[src/rtl/hp0_ring_writer_pkg.sv]
// Shared constants and types for the HP0 ring writer.
package hp0_ring_writer_pkg;

  // Address width of the PS wrapper HP0 slave port.
  localparam int HP0_ADDR_W = 32;

  localparam logic [1:0] AXI_RESP_OKAY = 2'b00;

  typedef enum logic [1:0] {
    ST_IDLE = 2'd0,
    ST_XFER = 2'd1,
    ST_RESP = 2'd2
  } wr_state_e;

endpackage

[src/rtl/hp0_ring_writer_sync_fifo.sv]
// Single-clock show-ahead FIFO: head always presents the oldest word,
// a push becomes visible (empty low / level up) one cycle later.
module hp0_ring_writer_sync_fifo #(
  parameter int WIDTH = 32,
  parameter int DEPTH = 16,
  localparam int AW = $clog2(DEPTH)
) (
  input  logic             aclk,
  input  logic             aresetn,
  input  logic             push,
  input  logic [WIDTH-1:0] push_data,
  input  logic             pop,
  output logic [WIDTH-1:0] head,
  output logic             full,
  output logic             empty,
  output logic [AW:0]      level
);

  localparam logic [AW:0] FULL_LVL = (AW+1)'(DEPTH);

  logic [WIDTH-1:0] mem [DEPTH];
  logic [AW-1:0]    wr_idx;
  logic [AW-1:0]    rd_idx;
  logic             do_push;
  logic             do_pop;

  assign full    = (level == FULL_LVL);
  assign empty   = (level == '0);
  assign do_push = push & ~full;
  assign do_pop  = pop & ~empty;
  assign head    = mem[rd_idx];

  // Storage array; contents are don't-care while empty, so no reset.
  always_ff @(posedge aclk) begin
    if (do_push) mem[wr_idx] <= push_data;
  end

  // Read/write indices wrap naturally because DEPTH is a power of two.
  always_ff @(posedge aclk or negedge aresetn) begin
    if (!aresetn) begin
      wr_idx <= '0;
      rd_idx <= '0;
      level  <= '0;
    end else begin
      if (do_push) wr_idx <= wr_idx + 1'b1;
      if (do_pop)  rd_idx <= rd_idx + 1'b1;
      case ({do_push, do_pop})
        2'b10:   level <= level + 1'b1;
        2'b01:   level <= level - 1'b1;
        default: level <= level;
      endcase
    end
  end

endmodule

[src/rtl/hp0_ring_writer.sv]
// Streams 32-bit words into a DDR ring buffer through single-beat AXI4-lite
// writes on HP0. Addresses are ring-relative byte offsets; wr_ptr counts
// only writes whose bresp has come back.
//
//   state   | meaning
//   --------+----------------------------------------------------------
//   ST_IDLE | no write outstanding; applies pending ptr_clr, else starts
//           | a write when FIFO non-empty and enable high
//   ST_XFER | AW and W offered independently until both have handshaked
//   ST_RESP | bready high, waiting for bvalid; pointer advances on it
module hp0_ring_writer
  import hp0_ring_writer_pkg::*;
#(
  parameter int ADDR_W     = HP0_ADDR_W,
  parameter int FIFO_DEPTH = 16,
  parameter int RING_WORDS = 1024,
  localparam int PTR_W = $clog2(RING_WORDS),
  localparam int LVL_W = $clog2(FIFO_DEPTH) + 1
) (
  input  logic              aclk,
  input  logic              aresetn,
  input  logic              enable,
  input  logic              ptr_clr,
  input  logic [31:0]       s_data,
  input  logic              s_valid,
  output logic              s_ready,
  output logic [ADDR_W-1:0] m_axi_awaddr,
  output logic [2:0]        m_axi_awprot,
  output logic              m_axi_awvalid,
  input  logic              m_axi_awready,
  output logic [31:0]       m_axi_wdata,
  output logic [3:0]        m_axi_wstrb,
  output logic              m_axi_wvalid,
  input  logic              m_axi_wready,
  input  logic [1:0]        m_axi_bresp,
  input  logic              m_axi_bvalid,
  output logic              m_axi_bready,
  output logic [ADDR_W-1:0] m_axi_araddr,
  output logic [2:0]        m_axi_arprot,
  output logic              m_axi_arvalid,
  input  logic              m_axi_arready,
  input  logic [31:0]       m_axi_rdata,
  input  logic [1:0]        m_axi_rresp,
  input  logic              m_axi_rvalid,
  output logic              m_axi_rready,
  output logic [PTR_W-1:0]  wr_ptr,
  output logic [LVL_W-1:0]  fifo_level,
  output logic              err_resp,
  output logic              busy
);

  wr_state_e   state;
  wr_state_e   state_nxt;
  logic        rst_done;
  logic        push;
  logic        pop;
  logic [31:0] fifo_head;
  logic        fifo_full;
  logic        fifo_empty;
  logic        aw_pend;
  logic        w_pend;
  logic [31:0] hold_data;
  logic        clr_pend;
  logic        clr_req;
  logic        xfer_done;
  logic        unused_rd;

  // The read channel is never used; its inputs are deliberately ignored.
  assign unused_rd = ^{m_axi_arready, m_axi_rdata, m_axi_rresp, m_axi_rvalid};

  assign s_ready = rst_done & ~fifo_full;
  assign push    = s_valid & s_ready;

  hp0_ring_writer_sync_fifo #(
    .WIDTH (32),
    .DEPTH (FIFO_DEPTH)
  ) u_fifo (
    .aclk      (aclk),
    .aresetn   (aresetn),
    .push      (push),
    .push_data (s_data),
    .pop       (pop),
    .head      (fifo_head),
    .full      (fifo_full),
    .empty     (fifo_empty),
    .level     (fifo_level)
  );

  // A clear requested this cycle or left over from a transaction blocks issue.
  assign clr_req   = ptr_clr | clr_pend;
  assign xfer_done = (~aw_pend | m_axi_awready) & (~w_pend | m_axi_wready);

  // Holds s_ready and rready low until the first clock after reset release.
  always_ff @(posedge aclk or negedge aresetn) begin
    if (!aresetn) rst_done <= 1'b0;
    else          rst_done <= 1'b1;
  end

  // FSM state register.
  always_ff @(posedge aclk or negedge aresetn) begin
    if (!aresetn) state <= ST_IDLE;
    else          state <= state_nxt;
  end

  // Next-state decode; the FIFO pop doubles as the transaction start strobe.
  always_comb begin
    state_nxt = state;
    pop       = 1'b0;
    case (state)
      ST_IDLE: begin
        if (!clr_req && !fifo_empty && enable) begin
          state_nxt = ST_XFER;
          pop       = 1'b1;
        end
      end
      ST_XFER: begin
        if (xfer_done) state_nxt = ST_RESP;
      end
      ST_RESP: begin
        if (m_axi_bvalid) state_nxt = ST_IDLE;
      end
      default: state_nxt = ST_IDLE;
    endcase
  end

  // AW/W valid flags and the held data word; each valid drops after its own handshake.
  always_ff @(posedge aclk or negedge aresetn) begin
    if (!aresetn) begin
      aw_pend   <= 1'b0;
      w_pend    <= 1'b0;
      hold_data <= '0;
    end else if (pop) begin
      aw_pend   <= 1'b1;
      w_pend    <= 1'b1;
      hold_data <= fifo_head;
    end else begin
      if (m_axi_awready) aw_pend <= 1'b0;
      if (m_axi_wready)  w_pend  <= 1'b0;
    end
  end

  // Ring pointer, sticky error flag and deferred pointer-clear request.
  always_ff @(posedge aclk or negedge aresetn) begin
    if (!aresetn) begin
      wr_ptr   <= '0;
      err_resp <= 1'b0;
      clr_pend <= 1'b0;
    end else if (state == ST_IDLE) begin
      if (clr_req) begin
        wr_ptr   <= '0;
        err_resp <= 1'b0;
        clr_pend <= 1'b0;
      end
    end else begin
      if (ptr_clr) clr_pend <= 1'b1;
      if (state == ST_RESP && m_axi_bvalid) begin
        wr_ptr <= wr_ptr + 1'b1;
        if (m_axi_bresp != AXI_RESP_OKAY) err_resp <= 1'b1;
      end
    end
  end

  assign m_axi_awaddr  = ADDR_W'({wr_ptr, 2'b00});
  assign m_axi_awprot  = 3'b000;
  assign m_axi_awvalid = aw_pend;
  assign m_axi_wdata   = hold_data;
  assign m_axi_wstrb   = 4'hF;
  assign m_axi_wvalid  = w_pend;
  assign m_axi_bready  = (state == ST_RESP);

  assign m_axi_araddr  = '0;
  assign m_axi_arprot  = 3'b000;
  assign m_axi_arvalid = 1'b0;
  assign m_axi_rready  = rst_done;

  assign busy = (state != ST_IDLE) | ~fifo_empty;

endmodule

[config.mk]
export PLATFORM = sky130hd
export DESIGN_NAME = hp0_ring_writer
export DESIGN_NICKNAME = d
export VERILOG_FILES = /design/src/rtl/hp0_ring_writer_pkg.sv /design/src/rtl/hp0_ring_writer_sync_fifo.sv /design/src/rtl/hp0_ring_writer.sv
export SDC_FILE = /design/constraint.sdc
export NUM_CORES = 1
export LEC_CHECK = 0
export BUFFER_PORTS_ARGS = -buffer_cell sky130_fd_sc_hd__buf_2
export CAP_MARGIN = 25
export CORE_MARGIN = 2
export CORE_UTILIZATION = 64
export DETAILED_ROUTE_END_ITERATION = 16
export GPL_TIMING_DRIVEN = 0
export MAX_ROUTING_LAYER = met4
export PLACE_DENSITY = 0.85
export SETUP_SLACK_MARGIN = 0.4
export SLEW_MARGIN = 30
export SYNTH_ARGS = -nofsm -noshare
export SYNTH_HDL_FRONTEND = slang
export SYNTH_SLANG_ARGS = --single-unit
[constraint.sdc]
create_clock -name aclk -period 8.3 [get_ports aclk]
set_input_delay 0.415 -clock aclk [delete_from_list [all_inputs] [get_ports aclk]]
set_output_delay 0.415 -clock aclk [all_outputs]
set_load 0.02 [all_outputs]
==> results of run 1 <==
==> worst max path at each step <==
stage                                      startpoint                           to
after floorplan           u_fifo.level[1]$_DFFE_PN0P_  u_fifo.level[4]$_DFFE_PN0P_
after global placement    u_fifo.level[2]$_DFFE_PN0P_  u_fifo.mem[8][23]$_DFFE_PP_
after detailed placement  u_fifo.level[1]$_DFFE_PN0P_  u_fifo.level[4]$_DFFE_PN0P_
after CTS                 u_fifo.level[1]$_DFFE_PN0P_  u_fifo.level[4]$_DFFE_PN0P_
after global routing      u_fifo.level[1]$_DFFE_PN0P_  u_fifo.level[4]$_DFFE_PN0P_
final                     u_fifo.level[1]$_DFFE_PN0P_  u_fifo.level[4]$_DFFE_PN0P_
==> stage by stage <==
stage / power (W) / utilization, % / hold WS, ns / std cells
floorplan: 0.00523 / - / 0.119 / 1272
global route: 0.00870 / 74.3 / 0.0658 / 1949
finish: 0.00843 / 74.3 / 0.0579 / 1949
CTS: 0.00842 / 74.3 / 0.0454 / 1948
global placement: 0.00585 / 68.5 / 0.448 / 1838
detailed placement: 0.00595 / 69.3 / 0.383 / 1847
==> layout make-up <==
cell class / count / area [µm²] / area share (%)
Tap cell: 461 / 577 / 2.19
Buffer: 137 / 881 / 3.34
Antenna cell: 1 / 2.50 / 0.00949
Inverter: 8 / 30.0 / 0.114
Sequential cell: 574 / 16900 / 64.2
Clock inverter: 26 / 267 / 1.01
Multi-Input combinational cell: 553 / 5400 / 20.5
Timing Repair Buffer: 115 / 778 / 2.95
Clock buffer: 74 / 1500 / 5.67
==> metal layers <==
metal,vias up,track usage [%],share of wire (%)
met1,6132,37.2,37
met2,840,46.5,50
met5,-,-,0
met4,0,10.1,3.1
met3,129,6.68,9.9
li1,5144,-,-
==> cells in the mapped netlist (3+ instances only) <==
| library cell | instances | area (µm²) |
|---|---|---|
| a22o_1 | 33 | 289 |
| ha_1 | 10 | 125 |
| and2_1 | 17 | 106 |
| dfrtp_1 | 62 | 1550 |
| nand2b_1 | 4 | 25.0 |
| buf_2 | 23 | 115 |
| nor3_1 | 3 | 15.0 |
| buf_4 | 78 | 586 |
| o22ai_1 | 32 | 200 |
| nand2_1 | 52 | 195 |
| edfxtp_1 | 512 | 15400 |
| a21oi_1 | 6 | 30.0 |
| mux4_2 | 96 | 2160 |
| o21a_1 | 3 | 22.5 |
| nor2_1 | 11 | 41.3 |
| xnor2_1 | 10 | 87.6 |
| clkbuf_1 | 29 | 109 |
| o31a_1 | 32 | 280 |
| mux2i_1 | 96 | 961 |
| nor2b_1 | 34 | 213 |
| xor2_1 | 5 | 43.8 |
| nand3_1 | 4 | 20.0 |
| o21ai_0 | 8 | 40.0 |
| buf_6 | 6 | 67.6 |
| or3_1 | 3 | 18.8 |
| inv_1 | 7 | 26.3 |
==> logic make-up (layout without fill, tap and decap cells) <==
group	count (synthesis)	after routing
flops	574	574
mux	193	193
buf+inv	145	360
simple gates	141	141
compound gates	128	128
xor+xnor	15	15
fa+ha+maj	10	10
other cells	2	67
==> registers in the layout, summed over array words and instances (netlist names) <==
signal         flops
clr_pend           1
err_resp           1
m_axi_awvalid      1
m_axi_rready       1
m_axi_wdata       32
m_axi_wvalid       1
state              2
u_fifo.level       5
u_fifo.mem       512
u_fifo.rd_idx      4
u_fifo.wr_idx      4
wr_ptr            10
==> critical path, stage by stage, from the launching register on <==
cell and delay (ns):
dfrtp_1 0.47, or4_4 0.61, o2111ai_2 0.26, inv_2 0.20, buf_6 0.21, ha_1 0.22, clkbuf_1 0.19, xor2_1 0.18
ha_1 0.24, o21a_1 0.18, o21a_1 0.16, o32ai_1 0.15, xnor2_1 0.15
==> power by group <==
group          switching (W)  leakage (nW)  internal (W)  total (W)
Sequential          0.000127          5.40       0.00340    0.00353
Combinational        0.00143          3.23       0.00102    0.00245
Clock                0.00105         0.859       0.00139    0.00244
==> metrics.txt, run 1 <==
status=completed; clock sinks=574; H-tree levels=2; Pre-Repair DR Iteration Count=5; clk_skew=0.0209 ns; Clock Latency Late Sink=0.61 ns; Clock Tree Buf Depth=3; Critical Path End Type=register; first-pass GRT wire length=77.9 mm; Top FF cell, synth=edfxtp_1; pin count of the biggest net entering global routing=37; Port Buffers=105; Post-DP HPWL=28.9 mm; post-CTS sizing=0; LEAKAGE=9.48 nW; min cycle time layout=3.30 ns; Area Growth Syn to Fin=14.8%; Post-Synthesis Cells=1208; fin. max-slew vios=0; die width=193 µm; Yosys reg bits=574; Filler Cells Inserted=1921; sequential area share after synthesis=73.7%; Worst EP arrival=3.82 ns; via count=12200; Global Route Usage Sum=29.1%; initial antenna violation count=1; RSZ-0062 raised after global routing=no; startpoint types=register; XOR/XNOR Fraction of Synth Area=0.572%; pre-CTS WS=5.06 ns; WL/cell=26.8 µm; die area=37400 µm²; GPL Wtd Cong=0.833; CTS tree=yes; Worst Reg-to-Reg Cells=12; root buffer cell=clkbuf_16; IR drop worst, VDD=200 µV; io pins=207; std cell rows=69; Slew @ Worst Pin=0.946 ns; hold-fix buffers at CTS=1; Cell Area, Synth=23000 µm²; fin crit share=39.8%; Post-synth EDFFs=512; DRT iter0 DRCs=1233; Max Freq=0.303 GHz; total gr overflow=0; CP Class=register to register; Post-CTS Setup Repair Bufs=0; Critical Path RT=8.82 ns; Chip Height=193 µm; DR vias/cell=6.28; post-synthesis mux area share=13.7%; Max-Slew Margin vs Limit=36.9%; Final setup viols=0; final hold viol count=0; Reg2Reg Setup Slack=5.00 ns; Final nets=1530; commonest non-fill, non-tap cell in the layout=edfxtp_1; vias in the first global route=12700; total CTS buffers=53; DRC errors left=0; Compound-Gate Fraction of Synth Area=4.28%; largest family of logic cells by synthesized area=multiplexers; hold depth=3; Reg clk slew, reported paths=0.07 ns; initial core utilization=64.7%; hold endpoint=err_resp$_DFFE_PN0P_; Yosys cell types=52; Core ar.=35500 µm²; reg-to-reg critical path startpoint=u_fifo.level[1]$_DFFE_PN0P_; Post-DRT Antenna Nets=0; most frequent cells in the layout=512 x edfxtp_1, 127 x buf_2, 96 x mux4_2, 96 x mux2i_1, 79 x buf_4; WL final=52.2 mm; reg2reg end=u_fifo.level[4]$_DFFE_PN0P_; Hold WC Path Type=input pin to register; FFs w/ async S/R, synth=10.8%; hold_sp=m_axi_bresp[0]; synth warn=0; layout cell share with drive strength beyond 1=28.6%; Design Area, Final=26400 µm²; Setup WS post-layout=5.00 ns; syn_area_per_cell=19.0 µm²; critical-path maximum fanout=11; Pwr Density=320 nW/µm²; final setup TNS=0 ns; simple logic cell fraction of the synthesized area=3.21%; Placed Area=24600 µm²; Post-Synth Adder-Cell Area=0.545%; max capacitance violation total=0
Note: power is estimated with default switching activity, not from simulation.
==> run 2: changes to the inputs <==
CORE_UTILIZATION = 53   (was 64)
PLACE_DENSITY = 0.75   (was 0.85)
clock period = 2.8 ns   (was 8.3 ns; I/O delays follow)
==> run 2 against run 1 <==
  * The flow now finishes with violations (negative setup slack)
  * Clock skew increased by 0.0026 ns
  * Critical path depth grew 2
  * Final area is 3.5% higher
  * Register-to-register slack got worse by 5.0 ns
  * Worst setup slack lost 5.0 ns
  * Utilization down 11 points
  * Power rose to 3.0 times the previous value
  * Critical path type unchanged
  * Largest cell class unchanged
  * Highest routed layer unchanged
==> metrics.txt, run 2 (synthesis results as in run 1) <==
total CTS buffers=55; initial antenna violation count=2; startpoint types=register; Worst Setup SP=u_fifo.level[2]$_DFFE_PN0P_; crit-path cells=buf_8, or4_4, o2111ai_4, inv_4, buf_12, ha_4, buf_8, xor2_2, ha_2, buf_6, a21oi_4, xor2_1, nor2_1, xor2_1; Pre-Repair DR Iteration Count=5; via count=12600; root buffer cell=clkbuf_16; failing checks=negative setup slack; Worst Reg-to-Reg Cells=14; critical-path maximum fanout=3; most frequent cells in the layout=512 x edfxtp_1, 122 x buf_2, 96 x mux4_2, 96 x mux2i_1, 94 x buf_4; WL/cell=25.2 µm; Placed Area=24600 µm²; Buffers & Inverters on Critical Path=5; Post-DRT Antenna Nets=0; first-pass GRT wire length=74.4 mm; CTS tree=yes; die width=212 µm; Hold WC Path Type=input pin to async pin; reg2reg end=u_fifo.level[2]$_DFFE_PN0P_; WL final=54.0 mm; io pins=207; clk_skew=0.0235 ns; Hold WS=0.103 ns; Core ar.=42900 µm²; pre-CTS WS=-0.354 ns; Reg2Reg Setup Slack=-0.02 ns; Port Buffers=105; Critical Path End Type=register; commonest non-fill, non-tap cell in the layout=edfxtp_1; max capacitance violation total=0; Final nets=1604; vias in the first global route=12200; Design Area, Final=27300 µm²; status=finished, violations left; Tot Pwr=0.0255 W; Filler Cells Inserted=2888; Clock Latency Late Sink=0.60 ns; H-tree levels=2; Reg with most FFs=u_fifo.mem; met1 Use GR=31.1%; Final Util=63.6%; Setup WS post-layout=-0.0220 ns; Area Growth Syn to Fin=18.8%; pin count of the biggest net entering global routing=34; CP Class=register to register; met2 global-route usage=37.9%; kind of cell adding the most delay to the critical path=buffers and inverters; Max Freq=0.354 GHz; std cell rows=76; reg-to-reg critical path startpoint=u_fifo.level[2]$_DFFE_PN0P_; Post-DP HPWL=28.1 mm; highest-delay cell along the critical path=or4_4; Clock Tree Buf Depth=3; min cycle time layout=2.82 ns; DRC errors left=0; Max-Slew Margin vs Limit=44.2%; LEAKAGE=9.85 nW; Worst EP arrival=3.29 ns; fin crit share=101%; final hold viol count=0; Pwr Density=933 nW/µm²; RSZ-0062 raised after global routing=yes; initial core utilization=53.5%; Reg clk slew, reported paths=0.06 ns; layout cell share with drive strength beyond 1=31.5%; DRT iter0 DRCs=1282; Chip Height=212 µm; Critical Path RT=3.27 ns; fin. max-slew vios=0; Final setup viols=2; Global Route Usage Sum=23.4%; max reg flops=512; area of the multi-input gates=5720 µm²; die area=45000 µm²; CP peak stage delay=0.45 ns; IR drop worst, VDD=869 µV; Slew @ Worst Pin=0.837 ns; gr busiest metal=met2; DR vias/cell=5.84; Seq. cell area=16900 µm²; GPL Wtd Cong=0.758; GRT met3 Usage=3.53%; clock sinks=574; total gr overflow=0
==> run 2: cell types whose count changed in the layout (fill, tap and decap cells not counted), moves of 8 or more <==
cell,delta
and2_4,+27
clkbuf_1,-15
clkbuf_2,+9
buf_16,-8
buf_4,+15
dlygate4sd3_1,+40
==> run 2: layout make-up <==
cell class / instances / share of cell area, %
diodes: 2 / 0.0184
plain buffers: 137 / 3.49
clock buffers: 73 / 5.55
clock inverters: 29 / 1.02
inverters: 8 / 0.138
multi-input cells: 577 / 21.0
flip-flops and latches: 574 / 62.1
well taps: 585 / 2.68
repair buffers: 163 / 4.04
==> run 2: layer usage <==
layer | part of all wire, % | up-vias
met4 | 3.0 | 0
met3 | 8.7 | 128
met1 | 40 | 6430
met5 | 0 | -
li1 | - | 5312
met2 | 49 | 682
==> run 2: worst max-delay path by stage <==
| stage | to | slack [ns] | cells past startpoint |
|---|---|---|---|
| 2_1_floorplan | u_fifo.level[4]$_DFFE_PN0P_ | -0.09 | 13 |
| 5_1_grt | u_fifo.level[4]$_DFFE_PN0P_ | -0.16 | 13 |
| 3_5_place_dp | u_fifo.level[4]$_DFFE_PN0P_ | -0.35 | 13 |
| 4_1_cts | u_fifo.level[4]$_DFFE_PN0P_ | -0.03 | 13 |
| 3_3_place_gp | u_fifo.level[4]$_DFFE_PN0P_ | -0.33 | 10 |
| 6_report | u_fifo.level[2]$_DFFE_PN0P_ | -0.02 | 14 |
==> run 2: repair_timing <==
item,4_1_cts,5_1_grt
pin swaps,10,16
resized for setup,29,54
hold endpoints to repair,584,0
buffers inserted,8,8
setup endpoints to repair,548,512
gates cloned,4,20
hold buffers,41,0
==> run 2: where the power goes <==
group          switching (W)  internal (W)  total (W)
Clock                0.00312       0.00426    0.00738
Sequential          0.000389        0.0101     0.0105
Combinational        0.00434       0.00327    0.00761
==> run 2: metrics by stage <==
step                      TNS (ns)  instances
after floorplan             -0.134       1272
after global placement      -0.777       1962
after detailed placement     -3.06       1963
after CTS                  -0.0544       2118
after global routing        -0.285       2148
final                      -0.0344       2148
